===== src/rtl/sfft_sequencer_if.sv =====
// Host/config and SFFT-control signal bundle for the SFFT sequencer.
// The sequencer takes the slave side; a host or bench drives the master side.
interface sfft_sequencer_if #(
  parameter int BITWIDTH = 8,
  parameter int NUMTW    = 4,
  parameter int TWAW     = $clog2(NUMTW)
);
  logic                iStart;
  logic                iAbort;
  logic                iCfgWe;
  logic [TWAW-1:0]     iCfgAddr;
  logic [BITWIDTH-1:0] iCfgReal;
  logic [BITWIDTH-1:0] iCfgImg;
  logic                oBusy;
  logic                oDone;
  logic                oLoadW;
  logic [BITWIDTH-1:0] oWReal;
  logic [BITWIDTH-1:0] oWImg;
  logic                oClr;
  logic                oEn;
  logic [BITWIDTH-1:0] oCycle;
  logic                oLast;

  modport master (
    output iStart, iAbort, iCfgWe, iCfgAddr, iCfgReal, iCfgImg,
    input  oBusy, oDone, oLoadW, oWReal, oWImg, oClr, oEn, oCycle, oLast
  );

  modport slave (
    input  iStart, iAbort, iCfgWe, iCfgAddr, iCfgReal, iCfgImg,
    output oBusy, oDone, oLoadW, oWReal, oWImg, oClr, oEn, oCycle, oLast
  );
endinterface


===== src/rtl/sfft_sequencer.sv =====
// SFFT control sequencer: twiddle load, one-cycle clear, a 2^BITWIDTH-cycle
// enable window, then a done pulse. All outputs come straight from flops.
module sfft_sequencer #(
  parameter int BITWIDTH = 8,
  parameter int NUMTW    = 4,
  parameter int TWAW     = $clog2(NUMTW)
) (
  input  logic           iClk,
  input  logic           iRst,
  sfft_sequencer_if.slave bus
);

  typedef enum logic [2:0] {IDLE, LOAD, CLEAR, RUN, DONE} state_t;

  localparam logic [TWAW:0]   NUMTW_W  = (TWAW+1)'(NUMTW);
  localparam logic [TWAW-1:0] LAST_IDX = TWAW'(NUMTW - 1);

  state_t              state_reg;
  logic [TWAW-1:0]     ld_idx_reg;
  logic                busy_reg;
  logic                done_reg;
  logic                loadw_reg;
  logic                clr_reg;
  logic                en_reg;
  logic                last_reg;
  logic [BITWIDTH-1:0] wreal_reg;
  logic [BITWIDTH-1:0] wimg_reg;
  logic [BITWIDTH-1:0] cycle_reg;

  logic [BITWIDTH-1:0] tw_real_reg [NUMTW];
  logic [BITWIDTH-1:0] tw_img_reg  [NUMTW];

  logic                cfg_wr;
  logic                cfg_hit0;
  logic [BITWIDTH-1:0] first_real;
  logic [BITWIDTH-1:0] first_img;
  logic [TWAW-1:0]     ld_idx_next;
  logic [BITWIDTH-1:0] cycle_next;

  assign cfg_wr   = (state_reg == IDLE) && bus.iCfgWe && ({1'b0, bus.iCfgAddr} < NUMTW_W);
  assign cfg_hit0 = cfg_wr && (bus.iCfgAddr == '0);

  // Entry 0 is presented on the same edge a start is taken, so a write to
  // entry 0 in that cycle must be forwarded rather than read from the table.
  assign first_real  = cfg_hit0 ? bus.iCfgReal : tw_real_reg[0];
  assign first_img   = cfg_hit0 ? bus.iCfgImg  : tw_img_reg[0];
  assign ld_idx_next = ld_idx_reg + 1'b1;
  assign cycle_next  = cycle_reg + 1'b1;

  always_ff @(posedge iClk or posedge iRst) begin
    if (iRst) begin
      for (int i = 0; i < NUMTW; i++) begin
        tw_real_reg[i] <= '0;
        tw_img_reg[i]  <= '0;
      end
    end else if (cfg_wr) begin
      tw_real_reg[bus.iCfgAddr] <= bus.iCfgReal;
      tw_img_reg[bus.iCfgAddr]  <= bus.iCfgImg;
    end
  end

  always_ff @(posedge iClk or posedge iRst) begin
    if (iRst) begin
      state_reg  <= IDLE;
      ld_idx_reg <= '0;
      busy_reg   <= 1'b0;
      done_reg   <= 1'b0;
      loadw_reg  <= 1'b0;
      clr_reg    <= 1'b0;
      en_reg     <= 1'b0;
      last_reg   <= 1'b0;
      wreal_reg  <= '0;
      wimg_reg   <= '0;
      cycle_reg  <= '0;
    end else begin
      // Every output idles at zero; each state re-asserts what it drives.
      busy_reg  <= 1'b0;
      done_reg  <= 1'b0;
      loadw_reg <= 1'b0;
      clr_reg   <= 1'b0;
      en_reg    <= 1'b0;
      last_reg  <= 1'b0;
      wreal_reg <= '0;
      wimg_reg  <= '0;
      cycle_reg <= '0;

      case (state_reg)
        IDLE: begin
          if (bus.iStart) begin
            state_reg  <= LOAD;
            ld_idx_reg <= '0;
            busy_reg   <= 1'b1;
            loadw_reg  <= 1'b1;
            wreal_reg  <= first_real;
            wimg_reg   <= first_img;
          end
        end

        LOAD: begin
          if (bus.iAbort) begin
            state_reg <= IDLE;
          end else if (ld_idx_reg == LAST_IDX) begin
            state_reg <= CLEAR;
            busy_reg  <= 1'b1;
            clr_reg   <= 1'b1;
          end else begin
            ld_idx_reg <= ld_idx_next;
            busy_reg   <= 1'b1;
            loadw_reg  <= 1'b1;
            wreal_reg  <= tw_real_reg[ld_idx_next];
            wimg_reg   <= tw_img_reg[ld_idx_next];
          end
        end

        CLEAR: begin
          if (bus.iAbort) begin
            state_reg <= IDLE;
          end else begin
            state_reg <= RUN;
            busy_reg  <= 1'b1;
            en_reg    <= 1'b1;
          end
        end

        RUN: begin
          // Abort wins even on the final window cycle.
          if (bus.iAbort) begin
            state_reg <= IDLE;
          end else if (last_reg) begin
            state_reg <= DONE;
            busy_reg  <= 1'b1;
            done_reg  <= 1'b1;
          end else begin
            busy_reg  <= 1'b1;
            en_reg    <= 1'b1;
            cycle_reg <= cycle_next;
            last_reg  <= &cycle_next;
          end
        end

        DONE: begin
          state_reg <= IDLE;
        end

        default: begin
          state_reg <= IDLE;
        end
      endcase
    end
  end

  assign bus.oBusy  = busy_reg;
  assign bus.oDone  = done_reg;
  assign bus.oLoadW = loadw_reg;
  assign bus.oWReal = wreal_reg;
  assign bus.oWImg  = wimg_reg;
  assign bus.oClr   = clr_reg;
  assign bus.oEn    = en_reg;
  assign bus.oCycle = cycle_reg;
  assign bus.oLast  = last_reg;

endmodule


===== src/flat_wrapper.sv =====
// flat-port wrapper written by rule: the top's interface ports become plain ports
module sfft_sequencer_flat 
#(
  parameter int BITWIDTH = 8,
  parameter int NUMTW    = 4,
  parameter int TWAW     = $clog2(NUMTW)
)
  (iClk, iRst, bus_iStart, bus_iAbort, bus_iCfgWe, bus_iCfgAddr, bus_iCfgReal, bus_iCfgImg, bus_oBusy, bus_oDone, bus_oLoadW, bus_oWReal, bus_oWImg, bus_oClr, bus_oEn, bus_oCycle, bus_oLast);
  sfft_sequencer_if #(.BITWIDTH(BITWIDTH), .NUMTW(NUMTW), .TWAW(TWAW)) bus_i ();
  input  logic iClk;
  input  logic iRst;
  input wire logic [$bits(bus_i.iStart)-1:0] bus_iStart;
  input wire logic [$bits(bus_i.iAbort)-1:0] bus_iAbort;
  input wire logic [$bits(bus_i.iCfgWe)-1:0] bus_iCfgWe;
  input wire logic [$bits(bus_i.iCfgAddr)-1:0] bus_iCfgAddr;
  input wire logic [$bits(bus_i.iCfgReal)-1:0] bus_iCfgReal;
  input wire logic [$bits(bus_i.iCfgImg)-1:0] bus_iCfgImg;
  output wire logic [$bits(bus_i.oBusy)-1:0] bus_oBusy;
  output wire logic [$bits(bus_i.oDone)-1:0] bus_oDone;
  output wire logic [$bits(bus_i.oLoadW)-1:0] bus_oLoadW;
  output wire logic [$bits(bus_i.oWReal)-1:0] bus_oWReal;
  output wire logic [$bits(bus_i.oWImg)-1:0] bus_oWImg;
  output wire logic [$bits(bus_i.oClr)-1:0] bus_oClr;
  output wire logic [$bits(bus_i.oEn)-1:0] bus_oEn;
  output wire logic [$bits(bus_i.oCycle)-1:0] bus_oCycle;
  output wire logic [$bits(bus_i.oLast)-1:0] bus_oLast;
  assign bus_i.iStart = bus_iStart;
  assign bus_i.iAbort = bus_iAbort;
  assign bus_i.iCfgWe = bus_iCfgWe;
  assign bus_i.iCfgAddr = bus_iCfgAddr;
  assign bus_i.iCfgReal = bus_iCfgReal;
  assign bus_i.iCfgImg = bus_iCfgImg;
  assign bus_oBusy = bus_i.oBusy;
  assign bus_oDone = bus_i.oDone;
  assign bus_oLoadW = bus_i.oLoadW;
  assign bus_oWReal = bus_i.oWReal;
  assign bus_oWImg = bus_i.oWImg;
  assign bus_oClr = bus_i.oClr;
  assign bus_oEn = bus_i.oEn;
  assign bus_oCycle = bus_i.oCycle;
  assign bus_oLast = bus_i.oLast;
  sfft_sequencer #(.BITWIDTH(BITWIDTH), .NUMTW(NUMTW), .TWAW(TWAW)) u_core (.iClk(iClk), .iRst(iRst), .bus(bus_i));
endmodule

===== config.mk =====
export PLATFORM = sky130hd
export DESIGN_NAME = sfft_sequencer_flat
export DESIGN_NICKNAME = d
export VERILOG_FILES = /design/src/rtl/sfft_sequencer_if.sv /design/src/rtl/sfft_sequencer.sv /design/src/flat_wrapper.sv
export SDC_FILE = /design/constraint.sdc
export NUM_CORES = 1
export LEC_CHECK = 0
export ABC_AREA = 1
export CAP_MARGIN = 20
export CORE_AREA = 2 2 96 107
export CTS_CLUSTER_DIAMETER = 60
export DETAILED_ROUTE_END_ITERATION = 8
export DIE_AREA = 0 0 98 109
export PLACE_DENSITY = 0.73
export RECOVER_POWER = 25
export SLEW_MARGIN = 15
export SYNTH_ARGS = -nofsm -noshare
export SYNTH_HDL_FRONTEND = slang
export SYNTH_SLANG_ARGS = --single-unit

===== constraint.sdc =====
create_clock -name iClk -period 3.3 [get_ports iClk]
set_clock_uncertainty 0.1 [all_clocks]
set_input_delay 0.66 -clock iClk [delete_from_list [all_inputs] [get_ports iClk]]
set_output_delay 0.66 -clock iClk [all_outputs]
set_load 0.02 [all_outputs]

Yosys cells after proc, flatten, opt, wreduce, memory -nomap -nowiden
Cells that the tools add are included.
{"block": "word_totals", "ff_bits": 99, "in_bits": 23, "out_inout_bits": 30, "word_cells": 97}
{"block": "op_classes", "n_addsub": 2, "order_cmp": 3, "n_eq_ne": 9, "muxes": 52, "n_bitwise": 2, "reduce_logical": 10}
{"cell": "$mux 8", "n": 16}
{"cell": "$bwmux 32", "n": 2}
{"cell": "$bmux 8 s2", "n": 2}
{"cell": "$pmux 8 s2", "n": 2}
{"cell": "$demux 8 s2", "n": 1}
{"cell": "$mux 1", "n": 15}
{"cell": "$mux 3", "n": 5}
{"cell": "$pmux 3 s4", "n": 1}
{"cell": "$add 8x1->8 const B", "n": 1}
{"cell": "$mux 2", "n": 4}
{"cell": "$reduce_and 8->1", "n": 1}
{"cell": "$eq 3x2->1 const B", "n": 2}
{"cell": "$ge 3x3->1 const B", "n": 2}
{"cell": "$ne 2x2->1 const B", "n": 3}
{"cell": "$ne 3x2->1 const B", "n": 2}
{"cell": "$not 2->3", "n": 2}
{"cell": "$pmux 1 s2", "n": 3}
{"cell": "$pmux 2 s2", "n": 1}
{"cell": "$reduce_and 4->1", "n": 1}
{"cell": "$eq 3x1->1 const B", "n": 1}
{"cell": "$logic_and 1x1->1", "n": 3}
{"cell": "$logic_not 3->1", "n": 1}
{"cell": "$lt 3x1->1 const B", "n": 1}
{"cell": "$reduce_and 3->1", "n": 1}
{"cell": "other kinds (5)", "n": 5}

Logic depth before layout (Yosys ltp)
Gate-level depths: netlist (run 1).
{"block": "depth", "word_depth": 8, "mapped_depth": 8, "mapped_depth_nobuf": 8}

Worst setup path after synthesis (run 1)
No wires, ideal clock.
{"block": "synth_path", "path_kind": "input-to-reg", "start": "in bus_iCfgAddr[1]", "end": "reg u_core.tw_img_reg[25] (netlist bit)", "setup_ns": 0.119, "t_arrival_ns": 1.327, "required_ns": 3.081, "slack_ns": 1.754, "cell_stages": 6, "path_buffers": 1, "cell_sequence": "nor2_2 inv_1 nor2_4 buf_6 nand2_1 and2_1"}
{"block": "synth_between", "elab_chain_cells": 6, "elab_cells_between_ends": 7, "classes_between": "order compare (2); mux (3); bitwise (1); reduce/logical (1)"}
{"element": "from (decl)", "line": "flat_wrapper.sv:15", "source": "input wire logic [$bits(bus_i.iCfgAddr)-1:0] bus_iCfgAddr;"}
{"element": "$not 2->3 (not written as such) *", "line": "sfft_sequencer.sv:58", "source": "tw_img_reg[bus.iCfgAddr] <= bus.iCfgImg;"}
{"element": "$ge 3x3->1 (not written as such) or $lt 3x1->1 (tied branches)", "line": "sfft_sequencer.sv:58"}
{"element": "$logic_and 1x1->1 (not written as such)", "line": "sfft_sequencer.sv:58"}
{"element": "$mux 8 (not written as such)", "line": "sfft_sequencer.sv:58"}
{"element": "$demux 8 s2 *", "line": "sfft_sequencer.sv:58"}
{"element": "$bwmux 32 *", "line": "sfft_sequencer.sv:58"}
{"element": "to (signal, indexed assignment)", "line": "sfft_sequencer.sv:58"}
{"element": "to (decl)", "line": "sfft_sequencer.sv:31", "source": "logic [BITWIDTH-1:0] tw_img_reg [NUMTW];"}
Every way passes the cells marked *; elsewhere a longest branch is shown, timed or not.
A chain may end at the register's enable or synchronous reset.

Worst setup path in the final report (run 1)
{"block": "layout_path", "start": "reg u_core.cycle_reg[4] (netlist: u_core.bus.oCycle[4])", "end": "out bus_oCycle[4]"}
{"element": "from (decl)", "line": "sfft_sequencer.sv:28", "source": "logic [BITWIDTH-1:0] cycle_reg;"}
{"element": "from (signal assigned)", "line": "sfft_sequencer.sv:136", "source": "cycle_reg <= cycle_next;"}
{"element": "to (decl)", "line": "flat_wrapper.sv:25", "source": "output wire logic [$bits(bus_i.oCycle)-1:0] bus_oCycle;"}
No word-level cell between the ends.

==> results of run 1 <==
==> logic make-up (layout without fill, tap and decap cells) <==
logic type                 after synthesis  count (layout)  share of synthesized area
and+or+nand+nor                        228             228                     0.2223
buffers and inverters                   81             130                    0.08528
adders and majority gates                3               3                   0.008046
DFF                                     99              99                     0.5310
AOI/OAI and AO/OA                      121             121                     0.1534
==> power breakdown <==
part | switching [uW] | total (uW) | internal, uW
Combinational | 1100 | 1830 | 730
Sequential | 240 | 1920 | 1680
Clock | 409 | 722 | 313
==> area by class of cell <==
cell class                      count  share of cell area
Inverter                           59             0.04264
Sequential cell                    99              0.4613
Tap cell                          120             0.02796
Clock buffer                       12             0.02889
Clock inverter                      4            0.004660
Timing Repair Buffer               55              0.1011
Multi-Input combinational cell    352              0.3334
==> per-stage QoR <==
| stage | instance area (sq um) | utilization |
|---|---|---|
| after global placement | 5202 | 0.5390 |
| after global routing | 5370 | 0.5564 |
| after CTS | 5383 | 0.5577 |
| after floorplan | 4669 | - |
| after detailed placement | 5202 | 0.5390 |
| final | 5370 | 0.5564 |
==> worst min-delay path by stage <==
stage	start	endpoint	slack [ps]	cells after the start
after global placement	u_core.tw_img_reg[17]	u_core.tw_img_reg[17]	360	2
after floorplan	u_core.ld_idx_reg[1]	u_core.ld_idx_reg[1]	350	2
after global routing	u_core.tw_real_reg[14]	u_core.tw_real_reg[14]	400	2
final	u_core.tw_img_reg[22]	u_core.tw_img_reg[22]	380	2
after detailed placement	u_core.tw_real_reg[19]	u_core.tw_real_reg[19]	360	2
after CTS	u_core.tw_real_reg[19]	u_core.tw_real_reg[19]	390	2
==> worst reg2reg max path, delay by kind of cell, from the launching register on <==
family / cells / cell delay (ps)
compound gates: 1 / 110
flops: 1 / 720
buf+inv: 1 / 700
simple gates: 3 / 380
==> routing by layer <==
layer | wire length [um] | global-route usage | vias to the layer above
li1 | - | - | 1791
met1 | 4575 | 0.2661 | 1713
met2 | 4457 | 0.3058 | 112
met3 | 469 | 0.04487 | 14
met4 | 179 | 0.07044 | 0
met5 | 0 | 0 | -
==> cells in the final DEF, fill, tap and decap left out <==
cell type	count
a31oi_1	1
inv_1	53
o21ai_1	18
and2_1	16
nand3b_1	1
nand2_1	139
o21ai_0	55
clkinv_2	3
clkdlybuf4s50_1	51
nand2_2	1
ha_1	3
clkbuf_4	1
nand3_1	24
buf_4	2
clkinvlp_4	3
clkbuf_1	1
clkinv_1	2
nor2_2	2
inv_4	1
dfrtp_1	99
o21ai_2	29
nand4_2	2
nor3_1	2
a21oi_1	18
clkbuf_8	11
nand2_4	1
nor3b_1	1
nand3_4	3
nand4_1	2
nor2_4	3
dlygate4sd3_1	1
inv_2	1
nor2_1	31
==> run metrics, run 1 <==
Port Buffer Count 52; top cells by area, synth dfrtp_1, nand2_1, o21ai_0, o21ai_2, inv_1; Seq/Total Area, Yosys 0.5310; Bufs and invs on worst path 1; max cap viols 0; CTS Root Cell clkbuf_8; grt ovf 0; relative slew slack 0.1168; Tcrit/Tclk final 0.6784; reg-to-reg slack, setup 1190 ps; total leakage power 0.002557 uW; Pwr Total 4470 uW; ANT nets after route 0; Starting Density 0.4834; H-tree depth 3; CP max FO 7; Layout Cells excl Fill 701; largest net degree at the start of global routing 100; core area 9652 sq um; r2r startpoint u_core.ld_idx_reg[0]; CP Launch Type register; CTS buffer count 9; initial antenna violation count 0; final setup margin 1061 ps; Fin. Hold Viols 0; Avg WL per Cell 13.81 um; Worst Path Required 2540 ps; Critical Path Sink bus_oCycle[4]; CP Capture Type output pin; CTS Sinks 99; EDFF count, synth 0; latest clock arrival within the worst-skew pair 370 ps; Worst Max-Slew Pin Slew 1325 ps; post-detailed-route via-to-cell ratio 5.178; worst reg-to-reg path cell count 5; Die Y 109 um; WP data arrival 1480 ps; # diodes 0; peak supply drop 0.3037 mV; DIE WIDTH 98 um; synth unique cells 31; slowest cell delay on critical path 640 ps; Reg-to-Reg End u_core.bus.oWReal[1]; CP max-delay cell clkdlybuf4s50_1; flops & latches, synth 99; max-slew violations 0; Peak Freq 0.4467 GHz; worst slack, placed 854.2 ps; synthesized area 4666 sq um; Async SR Flop Fraction 1.000; initial drt markers 250; synthesis-to-layout area growth 15.10%; worst path cell trace clkdlybuf4s50_1; Rows 38; CTS tree built; Nets 602; run status complete, no violations; via count 3630; first-pass GRT wire length 16420 um; Syn Nets 558; setup TNS 0 ps; area leader, netlist dfrtp_1; most common cell in the netlist nand2_1; DP Cell Count 685; Hold Crit Class reg -> reg; unrepaired setup endpoints after global routing no; crit path from u_core.bus.oCycle[4]; post-CTS setup buffers 0; register area 2477 sq um; Fin Hold WS 383.1 ps; share of the synthesized area in the top cell type 0.5310; Cell Pwr Density 832.4 nW/um^2; final WL 9681 um; Period minus WS final 2239 ps; number of iterations in the first detailed-routing pass 5; Crit path max-delay family buffers and inverters; total track usage 0.1943; Clock transition at path regs 90 ps; Setup CP Type reg -> out; cts hold-fix bufs 0; Post-DP HPWL 6137 um; CTS Buffer Depth 2; top post-synthesis cells by count nand2_1, dfrtp_1, o21ai_0; multi-input logic area 1790 sq um; syn avg cell area 8.770 sq um; Placer Congestion 0.8222; number of warnings issued by yosys 0; die area 10680 sq um; CTS resizes 0; layout cell share with drive strength beyond 1 0.1084; Layout fillers 853; IO Count 53; Post-route DRC 0; vias in the first global route 3450; Final Setup Violations 0; Mapped Cells 532; Crit path depth 1; prevailing post-synth register cell dfrtp_1
Power figures use the tool's default switching activity.
==> run 2, diff against run 1 <==
--- a/config.mk
+++ b/config.mk
@@ -11,7 +11,7 @@
 export CTS_CLUSTER_DIAMETER = 60
 export DETAILED_ROUTE_END_ITERATION = 8
 export DIE_AREA = 0 0 98 109
-export PLACE_DENSITY = 0.73
+export PLACE_DENSITY = 0.71
 export RECOVER_POWER = 25
 export SLEW_MARGIN = 15
 export SYNTH_ARGS = -nofsm -noshare
==> constraint.sdc (replaced) <==
create_clock -name iClk -period 2.15 [get_ports iClk]
set_clock_uncertainty 0.1 [all_clocks]
set_input_delay 0.43 -clock iClk [delete_from_list [all_inputs] [get_ports iClk]]
set_output_delay 0.43 -clock iClk [all_outputs]
set_load 0.02 [all_outputs]
==> run 2 against run 1 <==
  * Critical path type unchanged
  * Critical path depth stayed put
  * Non-clock buffer count rose by 7
  * Clock power grew 57%
  * Critical endpoint unchanged
  * Flip-flop and latch count unchanged
==> run metrics, run 2 (synthesized netlist as in run 1, its figures left out) <==
run status complete, no violations; relative slew slack 0.1155 (-0.001274); worst path cell trace clkdlybuf4s50_1; CTS Root Cell clkbuf_8; largest net degree at the start of global routing 100 (unchanged); synthesis-to-layout area growth 17.32%; Rows 38 (unchanged); Port Buffer Count 52 (unchanged); CTS Sinks 99 (unchanged); layout cell share with drive strength beyond 1 0.1193 (+0.01082); Die Y 109 um (unchanged); Gate power share 0.420 (+0.011); max-slew violations 0 (unchanged); Starting Density 0.4834 (unchanged); number of iterations in the first detailed-routing pass 5 (unchanged); final WL 9779 um (+1.0%); unrepaired setup endpoints after global routing no; commonest non-fill, non-tap cell in the layout nand2_1; total leakage power 0.002617 uW (+2.4%); CP Capture Type output pin; Peak Freq 0.5005 GHz; Placer Congestion 0.8032 (-2.3%); Final Setup Violations 0 (unchanged); core area 9652 sq um (unchanged); ANT nets after route 0 (unchanged); Cell Pwr Density 1271 nW/um^2 (+53%); P_int 4271 uW (+57%); Post-DP HPWL 6228 um (+1.5%); worst slack, placed 154.2 ps (-700.0 ps); CP Launch Type register; Nets 609 (+1.2%); Final Util 0.5672 (+0.01076); fin area 5474 sq um (+1.9%); grt ovf 0 (unchanged); vias in the first global route 3432 (-0.52%); DIE WIDTH 98 um (unchanged); Post-route DRC 0 (unchanged); Worst Max-Slew Pin Slew 1327 ps (+1.911 ps); max cap viols 0 (unchanged); first-pass GRT wire length 16580 um (+0.96%); part of the power in the clock network 0.163 (about the same); Setup CP Type reg -> out; reg-to-reg slack, setup 420 ps (-770 ps); latest clock arrival within the worst-skew pair 370 ps (about the same); part of the power in registers 0.418 (-0.012); setup TNS 0 ps (unchanged); WP data arrival 1470 ps (about the same); Bufs and invs on worst path 1 (unchanged); CTS resizes 0 (unchanged); Hold Crit Class reg -> reg; Clock transition at path regs 90 ps (about the same); Crit path max-delay family buffers and inverters; via count 3650 (+0.55%); cts hold-fix bufs 0 (unchanged); CTS Buffer Depth 2 (unchanged); CTS tree built; leading cell types in the layout, fill and taps excluded nand2_1, dfrtp_1, o21ai_0, inv_1, clkdlybuf4s50_1; final setup margin 152.2 ps (-909.0 ps); slowest cell delay on critical path 640 ps (about the same); Period minus WS final 1998 ps; Avg WL per Cell 13.83 um (+0.16%); Fin. Hold Viols 0 (unchanged); Sw Pwr 2685 uW (+54%); CTS buffer count 9 (unchanged); # diodes 0 (unchanged); die area 10680 sq um (unchanged); initial antenna violation count 0 (unchanged); Worst Path Required 1620 ps (-920 ps); H-tree depth 3 (unchanged); IO Count 53 (unchanged); Net Sw Frac 0.3860 (-0.004810); peak supply drop 0.4978 mV (+64%); post-CTS setup buffers 0 (unchanged); total track usage 0.1961 (+0.001808); CP max FO 7 (unchanged); Tcrit/Tclk final 0.9292; post-detailed-route via-to-cell ratio 5.163 (-0.30%); initial drt markers 274 (+9.6%); Placed Instance Area 5305 sq um (+2.0%); CP max-delay cell clkdlybuf4s50_1
[run 2: cell count changes in the layout (fill, tap and decap cells not counted), sizes merged]
| cell | previous run | this run |
|---|---|---|
| buf | 2 | 9 |
| dlygate4sd3 | 1 | 0 |
| clkbuf | 13 | 10 |
| bufinv | 0 | 1 |
| clkinv | 5 | 7 |
| clkdlybuf4s50 | 51 | 52 |
| clkinvlp | 3 | 2 |
[run 2: per-stage QoR]
step                hold slack [ps]  instances  total power, uW
global placement              359.9        692             5754
global route                  400.1        707             7536
floorplan                     345.9        532             5005
finish                        383.2        707             6955
CTS                           384.6        707             7002
detailed placement            363.0        692             5851
[run 2: power by group through the flow]
stage / Clock (uW) / Combinational [uW] / Sequential (uW)
floorplan: 0 / 1980 / 3030
global placement: 0 / 2830 / 2920
detailed placement: 0 / 2910 / 2940
CTS: 1170 / 2930 / 2900
global route: 1260 / 3300 / 2980
finish: 1130 / 2920 / 2900
[run 2: metal layers]
| layer | up-vias | GRT usage | part of all wire |
|---|---|---|---|
| met3 | 14 | 0.03846 | 0.058 |
| met2 | 118 | 0.3033 | 0.46 |
| met1 | 1706 | 0.2756 | 0.46 |
| li1 | 1812 | - | - |
| met5 | - | 0 | 0 |
| met4 | 0 | 0.07540 | 0.017 |
[run 2: final cells by class]
cell class	instances	area, sq um
Fill cell	869	4178
Inverter	59	229.0
Clock inverter	6	57.56
Sequential cell	99	2477
Tap cell	120	150.1
Clock buffer	9	123.9
Timing Repair Buffer	62	645.6
Multi-Input combinational cell	352	1790
[run 2: worst paths after layout]
| check | depth (start not counted) | end | startpoint |
|---|---|---|---|
| max | 1 | bus_oCycle[4] | u_core.bus.oCycle[4] |
| min | 2 | u_core.tw_real_reg[5] | u_core.tw_real_reg[5] |
| max reg2reg | 7 | u_core.bus.oWImg[1] | u_core.ld_idx_reg[0] |
| min reg2reg | 2 | u_core.tw_real_reg[5] | u_core.tw_real_reg[5] |
| max in group asynchronous | 3 | u_core.tw_img_reg[2] | iRst |
| min in group asynchronous | 3 | u_core.bus.oWImg[2] | iRst |
